<file path="src/rtl/nmr_scan_scheduler.sv">
// nmr_scan_scheduler: sequences a multi-scan NMR acquisition.
// Every scan is preceded by a one-cycle streamer reset, then the streamer is
// started and held until it reports DONE. Scans are separated by a
// programmable repetition delay. All outputs are registered.
module nmr_scan_scheduler #(
    parameter int SCAN_WIDTH = 16,
    parameter int TR_WIDTH   = 32
) (
    input  logic                  CLK,
    input  logic                  RST,
    input  logic                  GO,
    input  logic                  ABORT,
    input  logic [SCAN_WIDTH-1:0] NUM_SCAN,
    input  logic [TR_WIDTH-1:0]   TR_DLY,
    output logic                  STR_START,
    input  logic                  STR_DONE,
    output logic                  STR_RST,
    output logic                  ACQ_TRIG,
    output logic [SCAN_WIDTH-1:0] SCAN_IDX,
    output logic                  BUSY,
    output logic                  ALL_DONE,
    output logic                  ABORTED
);

    typedef enum logic [2:0] {
        S_IDLE,
        S_SRST,
        S_RUN,
        S_TR,
        S_FIN
    } state_t;

    localparam logic [TR_WIDTH-1:0]   TR_ONE  = {{(TR_WIDTH-1){1'b0}}, 1'b1};
    localparam logic [SCAN_WIDTH:0]   IDX_ONE = {{SCAN_WIDTH{1'b0}}, 1'b1};

    state_t                state_reg, state_next;
    logic [SCAN_WIDTH-1:0] num_reg, num_next;
    logic [TR_WIDTH-1:0]   tr_reg, tr_next;
    logic [TR_WIDTH-1:0]   cnt_reg, cnt_next;
    logic [SCAN_WIDTH-1:0] idx_reg, idx_next;
    logic                  start_reg, start_next;
    logic                  srst_reg, srst_next;
    logic                  trig_reg, trig_next;
    logic                  busy_reg, busy_next;
    logic                  done_reg, done_next;
    logic                  abort_reg, abort_next;

    // One bit wider so the last-scan comparison can never wrap, even when
    // NUM_SCAN is all ones.
    logic [SCAN_WIDTH:0]   idx_inc;
    assign idx_inc = {1'b0, idx_reg} + IDX_ONE;

    // State and output registers; reset drops every output immediately.
    always_ff @(posedge CLK or posedge RST) begin
        if (RST) begin
            state_reg <= S_IDLE;
            num_reg   <= '0;
            tr_reg    <= '0;
            cnt_reg   <= '0;
            idx_reg   <= '0;
            start_reg <= 1'b0;
            srst_reg  <= 1'b0;
            trig_reg  <= 1'b0;
            busy_reg  <= 1'b0;
            done_reg  <= 1'b0;
            abort_reg <= 1'b0;
        end else begin
            state_reg <= state_next;
            num_reg   <= num_next;
            tr_reg    <= tr_next;
            cnt_reg   <= cnt_next;
            idx_reg   <= idx_next;
            start_reg <= start_next;
            srst_reg  <= srst_next;
            trig_reg  <= trig_next;
            busy_reg  <= busy_next;
            done_reg  <= done_next;
            abort_reg <= abort_next;
        end
    end

    // Next-state and next-output logic; ACQ_TRIG defaults low so it is a single-cycle pulse.
    always_comb begin
        state_next = state_reg;
        num_next   = num_reg;
        tr_next    = tr_reg;
        cnt_next   = cnt_reg;
        idx_next   = idx_reg;
        start_next = start_reg;
        srst_next  = srst_reg;
        trig_next  = 1'b0;
        busy_next  = busy_reg;
        done_next  = done_reg;
        abort_next = abort_reg;

        case (state_reg)
            S_IDLE: begin
                if (GO) begin
                    num_next = NUM_SCAN;
                    tr_next  = TR_DLY;
                    idx_next = '0;
                    if (NUM_SCAN == '0) begin
                        state_next = S_FIN;
                        done_next  = 1'b1;
                        busy_next  = 1'b0;
                    end else begin
                        state_next = S_SRST;
                        srst_next  = 1'b1;
                        busy_next  = 1'b1;
                    end
                end
            end
            S_SRST, S_RUN, S_TR: begin
                if (ABORT) begin
                    // Abort wins over a simultaneous DONE: that scan is not counted.
                    state_next = S_FIN;
                    start_next = 1'b0;
                    srst_next  = 1'b1;
                    abort_next = 1'b1;
                    done_next  = 1'b1;
                    busy_next  = 1'b0;
                end else if (state_reg == S_SRST) begin
                    state_next = S_RUN;
                    srst_next  = 1'b0;
                    start_next = 1'b1;
                    trig_next  = 1'b1;
                end else if (state_reg == S_RUN) begin
                    if (STR_DONE) begin
                        start_next = 1'b0;
                        idx_next   = idx_inc[SCAN_WIDTH-1:0];
                        if (idx_inc == {1'b0, num_reg}) begin
                            state_next = S_FIN;
                            done_next  = 1'b1;
                            busy_next  = 1'b0;
                        end else if (tr_reg == '0) begin
                            state_next = S_SRST;
                            srst_next  = 1'b1;
                        end else begin
                            state_next = S_TR;
                            cnt_next   = tr_reg;
                        end
                    end
                end else begin
                    // Repetition delay: the next streamer reset lands TR_DLY edges after DONE.
                    cnt_next = cnt_reg - TR_ONE;
                    if (cnt_reg == TR_ONE) begin
                        state_next = S_SRST;
                        srst_next  = 1'b1;
                    end
                end
            end
            S_FIN: begin
                srst_next = 1'b0;
                if (!GO) begin
                    state_next = S_IDLE;
                    done_next  = 1'b0;
                    abort_next = 1'b0;
                end
            end
            default: begin
                state_next = S_IDLE;
            end
        endcase
    end

    assign STR_START = start_reg;
    assign STR_RST   = srst_reg;
    assign ACQ_TRIG  = trig_reg;
    assign SCAN_IDX  = idx_reg;
    assign BUSY      = busy_reg;
    assign ALL_DONE  = done_reg;
    assign ABORTED   = abort_reg;

endmodule

</file>
<file path="config.mk">
export PLATFORM = sky130hd
export DESIGN_NAME = nmr_scan_scheduler
export DESIGN_NICKNAME = d
export VERILOG_FILES = /design/src/rtl/nmr_scan_scheduler.sv
export SDC_FILE = /design/constraint.sdc
export NUM_CORES = 1
export LEC_CHECK = 0
export ABC_AREA = 1
export CORE_AREA = 4 4 164 119
export DETAILED_ROUTE_END_ITERATION = 10
export DIE_AREA = 0 0 168 123
export HOLD_SLACK_MARGIN = 0.02
export SLEW_MARGIN = 20
export SYNTH_ARGS = -nofsm -noshare
export SYNTH_HDL_FRONTEND = slang
export SYNTH_SLANG_ARGS = --single-unit
</file>
<file path="constraint.sdc">
create_clock -name CLK -period 3.3 [get_ports CLK]
set_input_delay 0.66 -clock CLK [delete_from_list [all_inputs] [get_ports CLK]]
set_output_delay 0.66 -clock CLK [all_outputs]
set_load 0.02 [all_outputs]
</file>
==> impl_metrics.csv, run 1 <==
group,metric,value,unit
timing,fin_crit_sh,0.824,
job,maxCapViolations,0,
die,dieArea,20700,um2
cts,clk_pin_slew,0.07,ns
die,pin_count,75,
placement,routabilityCongestion,0.905,
critical_path,crit_path_end_kind,"flop",
critical_path,critPathArrivalTime,3.00,ns
grt,use_met3,0.0313,
cts,htree_num_levels,3,
cells_and_area,fin_util,0.419,
cts,cts-root-buf,"clkbuf_16",
timing,min_period,2.72,ns
timing,finalHoldViolations,0,
power,leakagePower,3.55,nW
critical_path,regToRegSetupSlack,0.58,ns
synthesis,avgSynthCellArea,6.94,um2
timing,clock_skew,0.00953,ns
grt,grt_start_max_net_pins,106,
synthesis,ys_seq_area_frac,0.426,
synthesis,ys_async_sr_fraction,1.00,
synthesis,syn_area,6170,um2
die,rows,41,
cts,cts_sinks,105,
timing,fin_tns_setup,0,ns
route,finalWirelength,17.5,mm
cts,cts_resized,0,
grt,grt_pass1_vias,5353,
placement,place_inst,1181,
cells_and_area,diodes,0,
power,combPwrFrac,0.435,
grt,track_usage,0.174,
cts,numCtsBuffers,9,
power,switching_share,0.437,
cts,cts_tree,"done",
route,postRouteAntennaNets,0,
cts,clk_latency,0.35,ns
route,drt_iter0_drc,480,
synthesis,synth_enable_flop_cells,0,
grt,antenna_found_initial,0,
cts,postCtsHoldBufs,0,
cells_and_area,layout_common_cells,"nand2_1, dfrtp_1, nor2_1",
power,power.density,786,nW/um2
synthesis,yosys_warnings,0,
power,intPower,3.29,mW
timing,slew_viol_final,0,
route,drc,0,
cells_and_area,drive_above_1_share,0.0500,
timing,worstMarginPinSlew,0.781,ns
power,power.share.clock,0.188,
die,die_y,123,um
status,status,"finished clean",
timing,max_slew_margin,0.475,
synthesis,syn_inst,889,
timing,holdWs,0.476,ns
timing,setup_viol,0,
synthesis,synth_top_flop_cell,"dfrtp_1",
route,via_per_inst,4.95,
die,start_util,0.347,
die,coreArea,17800,um2
synthesis,synth_fp_nets,945,
power,seq_power_share,0.377,
cts,clock_path_buffers,2,
grt,grt_busiest_layer,"met1",
worst_hold_path,holdCritPathClass,"flop to flop",
grt,grt_pass1_wl,28.9,mm
die,die_width,168,um
power,net-switching-power,2.56,mW
timing,fmax,0.368,GHz
cells_and_area,nets,1012,
cells_and_area,stdcell_count,1196,
synthesis,synth.distinct_cells,33,
cells_and_area,layout_commonest_cell,"nand2_1",
route,wl_per_cell,14.6,um
synthesis,ys_ff_latch,105,
route,vias,5916,
cells_and_area,syn_to_final_growth,20.8,%
critical_path,worstPathMaxFanout,25,
power,ir_drop,0.381,mV
grt,grt_overflow,0,
placement,dp_hpwl,12.5,mm
critical_path,crit_type,"flop to flop",
grt,grt_use_met2,0.228,
grt,grt.met1_usage,0.290,
placement,io_buffers,74,
route,firstDrtPassIters,6,
cts,cts_setup_buffers,0,
critical_path,startpoint_type,"flop",
timing,rsz0062_at_grt,"no",
critical_path,critPathRequiredTime,3.58,ns
-- cells in the mapped netlist, types with 10 or more instances --
library cell	count	share of area
nor2_1	87	0.053
o22ai_1	13	0.013
clkbuf_1	16	0.0097
o21ai_0	56	0.045
inv_1	82	0.050
nor4_1	10	0.010
nand2_1	335	0.20
dfrtp_1	105	0.43
nand3_1	74	0.060
xnor2_1	10	0.014
nand4_1	20	0.020
nand3b_1	11	0.013
-- worst paths after layout --
kind / startpoint / end / depth (start not counted)
min in group asynchronous: RST / tr_reg[30] / 3
min reg2reg: BUSY / BUSY / 2
max reg2reg: SCAN_IDX[1] / cnt_reg[28] / 16
max: SCAN_IDX[1] / cnt_reg[28] / 16
max in group asynchronous: RST / cnt_reg[11] / 3
min: BUSY / BUSY / 2
-- area by class of cell --
cell class,instances,area (um2)
fillers,1893,10400
flip-flops and latches,105,2630
multi-input cells,673,3100
clock inverters,5,56.3
clock buffers,10,239
well taps,236,295
inverters,85,323
repair buffers,82,813
-- critical path, stage by stage, from the launching register on --
cell and delay [ns]:
dfrtp_1 0.48, ha_1 0.25, nand2_1 0.12, nor2_4 0.24
nand2_2 0.09, nand2_1 0.08, nand2_1 0.07, nand2_1 0.06
nand2_1 0.05, nor2_1 0.09, nand3_1 0.13, nor2_2 0.20
nand2_2 0.12, nand3_4 0.14, buf_4 0.32, nand3_1 0.11
nand2_1 0.10
-- layer usage --
metal	up-vias	part of all wire
met5	-	0
met3	11	0.058
li1	2990	-
met1	2730	0.57
met2	185	0.37
met4	0	0.0090
-- through the flow --
| step | power, mW | instance area (um2) | worst slack, ns |
|---|---|---|---|
| 2_1_floorplan | 4.02 | 6170 | 1.16 |
| 3_3_place_gp | 4.71 | 7150 | 0.404 |
| 3_5_place_dp | 4.75 | 7150 | 0.358 |
| 4_1_cts | 5.88 | 7450 | 0.639 |
| 5_1_grt | 6.39 | 7450 | 0.353 |
| 6_report | 5.86 | 7450 | 0.580 |
-- power groups by stage --
| stage | Sequential (mW) | Combinational [mW] | Clock (mW) |
|---|---|---|---|
| floorplan | 2.14 | 1.88 | 0 |
| global placement | 2.21 | 2.50 | 0 |
| detailed placement | 2.21 | 2.54 | 0 |
| CTS | 2.20 | 2.55 | 1.13 |
| global route | 2.27 | 2.95 | 1.17 |
| finish | 2.21 | 2.55 | 1.10 |
-- logic make-up (layout without fill, tap and decap cells) --
family | Yosys count | in the layout | share of synthesized area
AND/OR/NAND/NOR | 565 | 565 | 0.394
buffers and inverters | 111 | 182 | 0.0738
flip-flops | 105 | 105 | 0.426
AO/OA/AOI/OAI | 89 | 89 | 0.0773
XOR/XNOR | 16 | 16 | 0.0227
adder cells (fa/ha/maj) | 3 | 3 | 0.00609
(Power assumes the default switching activity.)
==> run 2, diff against run 1 <==
==> constraint.sdc (replaced) <==
create_clock -name CLK -period 2.81 [get_ports CLK]
set_input_delay 0.562 -clock CLK [delete_from_list [all_inputs] [get_ports CLK]]
set_output_delay 0.562 -clock CLK [all_outputs]
set_load 0.02 [all_outputs]
==> run 2 against run 1 <==
Clock power up 22%; non-clock buffer count up 7; critical path depth down 7; total power up 19%.
==> impl_metrics.csv, run 2 (synthesized netlist as in run 1, its figures left out) <==
group,metric,value,unit
status,status,"finished clean",
critical_path,critPathArrivalTime,2.82,ns
cts,cts_tree,"done",
timing,fin_crit_sh,0.919,
grt,grt_overflow,0,
power,switching_share,0.439,
critical_path,critical_path.top_delay_family,"simple AND/OR/NAND/NOR gates",
critical_path,crit_chain,"clkdlybuf4s50_1, nor4_1, nand4_1, nand2_1, nand3b_1, nor3_1, nand2_1, nand2_1, nand2_1",
die,dieArea,20700,um2
timing,fmax,0.387,GHz
placement,dp_hpwl,12.8,mm
route,drt_iter0_drc,480,
timing,finalHoldViolations,0,
critical_path,cp_common_cell,"nand2_1",
placement,routabilityCongestion,0.840,
route,vias,5927,
critical_path,startpoint_type,"primary input",
cts,cts_sinks,105,
critical_path,crit_buf_inv,1,
route,wl_per_cell,14.5,um
power,seq_power_share,0.372,
cells_and_area,nets,1019,
cells_and_area,syn_to_final_growth,22.0,%
cells_and_area,diodes,0,
grt,track_usage,0.174,
route,postRouteAntennaNets,0,
placement,io_buffers,74,
grt,grt_pass1_wl,28.8,mm
power,combPwrFrac,0.436,
placement,pre_cts_ws,0.0138,ns
timing,min_period,2.58,ns
power,power.density,925,nW/um2
cells_and_area,final_area,7530,um2
cts,cts_setup_buffers,0,
die,die_y,123,um
cells_and_area,fin_util,0.423,
power,p_total,6.96,mW
timing,setup_viol,0,
die,rows,41,
timing,clock_skew,0.0133,ns
cells_and_area,layout_common_cells,"nand2_1, dfrtp_1, nor2_1",
cts,clock_path_buffers,2,
cts,postCtsHoldBufs,0,
timing,slew_viol_final,0,
power,ir_drop,0.410,mV
grt,grt_start_max_net_pins,45,
timing,max_slew_margin,0.472,
route,via_per_inst,4.92,
cts,clk_pin_slew,0.07,ns
critical_path,crit_path_end_kind,"flop",
die,die_width,168,um
cells_and_area,layout_commonest_cell,"nand2_1",
power,power.share.clock,0.192,
route,drc,0,
placement,dpl_cell_area,7220,um2
timing,rsz0062_at_grt,"no",
route,firstDrtPassIters,5,
grt,antenna_found_initial,0,
timing,worstMarginPinSlew,0.785,ns
cts,clk_latency,0.35,ns
power,net-switching-power,3.06,mW
power,intPower,3.90,mW
critical_path,critPathRequiredTime,3.05,ns
timing,fin_ws,0.229,ns
cts,htree_num_levels,3,
cts,cts_resized,0,
grt,grt_pass1_vias,5444,
cts,numCtsBuffers,9,
critical_path,cp_slowest_cell,"nor4_1",
critical_path,regToRegSetupSlack,0.25,ns
job,maxCapViolations,0,
route,finalWirelength,17.5,mm
critical_path,crit_type,"primary input to flop",
die,start_util,0.347,
cells_and_area,drive_above_1_share,0.0568,
worst_hold_path,holdCritPathClass,"flop to flop",
cts,cts-root-buf,"clkbuf_16",
die,pin_count,75,
critical_path,worstPathMaxFanout,3,
critical_path,crit_path_max_incr_delay,0.70,ns
power,leakagePower,3.59,nW
die,coreArea,17800,um2
==> run 2: final timing paths <==
check | from | end | cells after the start
worst max-delay path | NUM_SCAN[13] | ALL_DONE | 9
worst min-delay path | ALL_DONE | ALL_DONE | 2
worst max register to register | SCAN_IDX[1] | cnt_reg[29] | 16
worst min register to register | ALL_DONE | ALL_DONE | 2
max in group asynchronous | RST | tr_reg[9] | 3
min in group asynchronous | RST | tr_reg[28] | 2
==> run 2: power groups by stage <==
stage / logic (mW) / clock network [mW] / registers [mW]
floorplan: 2.21 / 0 / 2.51
global placement: 2.99 / 0 / 2.60
detailed placement: 3.02 / 0 / 2.60
CTS: 3.04 / 1.37 / 2.58
global route: 3.49 / 1.43 / 2.67
finish: 3.03 / 1.34 / 2.59
==> run 2: cell type report <==
| class | count | area [um2] |
|---|---|---|
| well taps | 236 | 295 |
| clock buffers | 9 | 225 |
| clock inverters | 7 | 83.8 |
| multi-input cells | 673 | 3090 |
| flip-flops and latches | 105 | 2630 |
| fillers | 1846 | 10300 |
| repair buffers | 89 | 878 |
| inverters | 85 | 323 |
==> run 2: worst min-delay path: stages (launching register included) <==
cell     delay [ns]
dfrtp_1        0.35
nand2_1        0.05
nand2_1        0.05
==> run 2: metal layers <==
metal | global-route usage | vias up | wire length (um)
met5 | 0 | - | 0
met4 | 0.0284 | 0 | 124
met3 | 0.0332 | 8 | 1200
met2 | 0.234 | 191 | 6650
met1 | 0.285 | 2717 | 9540
li1 | - | 3011 | -
==> run 2: stage by stage <==
step,setup TNS [ns],cells,hold slack [ns]
floorplan,0,889,0.455
global route,0,1204,0.522
detailed placement,0,1188,0.465
finish,0,1204,0.485
global placement,-0.0147,1188,0.459
CTS,0,1204,0.484
==> run 3, diff against run 2 <==
--- a/config.mk
+++ b/config.mk
@@ -6,10 +6,13 @@
 export NUM_CORES = 1
 export LEC_CHECK = 0
 export ABC_AREA = 1
+export CAP_MARGIN = 20
 export CORE_AREA = 4 4 164 119
 export DETAILED_ROUTE_END_ITERATION = 10
 export DIE_AREA = 0 0 168 123
 export HOLD_SLACK_MARGIN = 0.02
+export PLACE_DENSITY = 0.56
+export SETUP_SLACK_MARGIN = 0.2
 export SLEW_MARGIN = 20
 export SYNTH_ARGS = -nofsm -noshare
 export SYNTH_HDL_FRONTEND = slang
==> run 3 against run 2 <==
Register-to-register slack better by 0.18 ns; sequential share of layout area down 0.54 points; first-iteration DRC count down 21%; clock power up 3%; count of clock-buffer cells in the layout up 2; flip-flop and latch count unchanged; critical endpoint is now cnt_reg[28]; wire length up 1.2%; clock skew down 0.0017 ns; final cell count up 0.42%; core utilization up 0.67 points.
==> impl_metrics.csv, run 3 (synthesized netlist as in run 1, its figures left out) <==
group,metric,value,unit
critical_path,crit_chain,"ha_2, nand2_1, nor2_4, nand2_2, nand2_1, nand2_1, nand2_1, nand2_1, nor2_1, nand3_1, nor2_4, nand2_2, nand3_4, nand2_4, buf_12, nand2_1, nand2_1",
die,rows,41,
timing,setup_viol,0,
cts,cts-root-buf,"clkbuf_16",
placement,pre_cts_ws,0.205,ns
power,power.density,922,nW/um2
power,ir_drop,0.387,mV
critical_path,crit_type,"flop to flop",
die,dieArea,20700,um2
grt,grt_pass1_wl,29.3,mm
route,drc,0,
route,wl_per_cell,14.7,um
route,firstDrtPassIters,5,
power,net-switching-power,3.00,mW
critical_path,critical_path.top_delay_family,"simple AND/OR/NAND/NOR gates",
grt,grt_pass1_vias,5453,
timing,fin_tns_setup,0,ns
timing,finalHoldViolations,0,
timing,worstMarginPinSlew,0.672,ns
grt,use_met3,0.0342,
grt,track_usage,0.176,
job,maxCapViolations,0,
cts,clk_pin_slew,0.07,ns
timing,slew_viol_final,0,
placement,routabilityCongestion,0.900,
timing,clock_skew,0.0117,ns
power,intPower,4.04,mW
grt,grt_start_max_net_pins,40,
cts,clock_path_buffers,2,
route,finalWirelength,17.7,mm
cts,cts_tree,"done",
die,die_y,123,um
critical_path,crit_buf_inv,1,
power,leakagePower,3.64,nW
cts,clk_latency,0.35,ns
critical_path,critPathArrivalTime,2.61,ns
critical_path,cp_slowest_cell,"dfrtp_1",
route,vias,5767,
cells_and_area,layout_commonest_cell,"nand2_1",
grt,antenna_found_initial,0,
critical_path,startpoint_type,"flop",
critical_path,regToRegSetupSlack,0.43,ns
placement,dp_hpwl,13.0,mm
timing,rsz0062_at_grt,"no",
cells_and_area,drive_above_1_share,0.0627,
timing,fin_ws,0.432,ns
power,seq_power_share,0.366,
die,die_width,168,um
cells_and_area,fillCellCount,1876,
critical_path,worstPathMaxFanout,26,
status,status,"finished clean",
power,combPwrFrac,0.438,
grt,grt.met1_usage,0.289,
worst_hold_path,holdCritPathClass,"flop to flop",
timing,fin_crit_sh,0.846,
cts,htree_num_levels,3,
grt,grt_busiest_layer,"met1",
power,switching_share,0.426,
power,power.share.clock,0.196,
critical_path,crit_path_end_kind,"flop",
placement,io_buffers,74,
timing,min_period,2.38,ns
cells_and_area,syn_to_final_growth,23.9,%
cts,cts_sinks,105,
die,coreArea,17800,um2
route,drt_iter0_drc,377,
route,postRouteAntennaNets,0,
critical_path,critPathRequiredTime,3.05,ns
critical_path,crit_path_max_incr_delay,0.38,ns
cells_and_area,diodes,0,
die,pin_count,75,
cells_and_area,nets,1025,
grt,grt_use_met2,0.238,
critical_path,cp_common_cell,"nand2_1",
power,p_total,7.05,mW
timing,fmax,0.421,GHz
route,via_per_inst,4.77,
grt,grt_overflow,0,
cts,numCtsBuffers,9,
cts,postCtsHoldBufs,0,
cells_and_area,layout_common_cells,"nand2_1, dfrtp_1, nor2_1",
timing,max_slew_margin,0.551,
die,start_util,0.347,
[run 3: through the flow]
stage	cell area [um2]	instances	util	hold slack (ns)
finish	7640	1209	0.429	0.486
global placement	7290	1193	0.410	0.465
global route	7640	1209	0.429	0.521
floorplan	6170	889	-	0.455
detailed placement	7290	1193	0.410	0.470
CTS	7610	1208	0.428	0.488
[run 3: routing by layer]
layer	wire length (um)	share of wire
met2	6680	0.38
met4	112	0.0063
met1	9830	0.56
met3	1090	0.061
met5	0	0
[run 3: repair_timing]
action / CTS / global route
gates resized for setup: 0 / 3
setup endpoints to repair: 0 / 32
buffers inserted: 0 / 1
[run 3: final timing paths]
kind	startpoint	to	cells past startpoint
setup / recovery	SCAN_IDX[0]	cnt_reg[28]	17
hold / removal	BUSY	BUSY	2
setup reg to reg	SCAN_IDX[0]	cnt_reg[28]	17
hold reg to reg	BUSY	BUSY	2
max in group asynchronous	RST	SCAN_IDX[13]	3
min in group asynchronous	RST	SCAN_IDX[3]	2
[run 3: area by class of cell]
| cell class | count | area, um2 | share of cell area |
|---|---|---|---|
| inverters | 85 | 323 | 0.0422 |
| repair buffers | 95 | 973 | 0.127 |
| well taps | 236 | 295 | 0.0386 |
| flip-flops and latches | 105 | 2630 | 0.344 |
| clock buffers | 11 | 243 | 0.0318 |
| clock inverters | 4 | 77.6 | 0.0101 |
| multi-input cells | 673 | 3110 | 0.406 |
[run 3: worst register-to-register path, cell delays in order (launching register included)]
cell and delay [ns]:
dfrtp_1 0.38, ha_2 0.24, nand2_1 0.13, nor2_4 0.23, nand2_2 0.08, nand2_1 0.08, nand2_1 0.07, nand2_1 0.06
nand2_1 0.04, nor2_1 0.10, nand3_1 0.15, nor2_4 0.17, nand2_2 0.10, nand3_4 0.09, nand2_4 0.07, buf_12 0.16
nand2_1 0.08, nand2_1 0.05
[run 3: power by group through the flow]
stage,clock [mW],sequential [mW],combinational [mW]
after CTS,1.42,2.58,3.09
after floorplan,0,2.51,2.21
after global routing,1.48,2.66,3.57
final,1.38,2.58,3.08
after global placement,0,2.59,3.06
after detailed placement,0,2.60,3.08
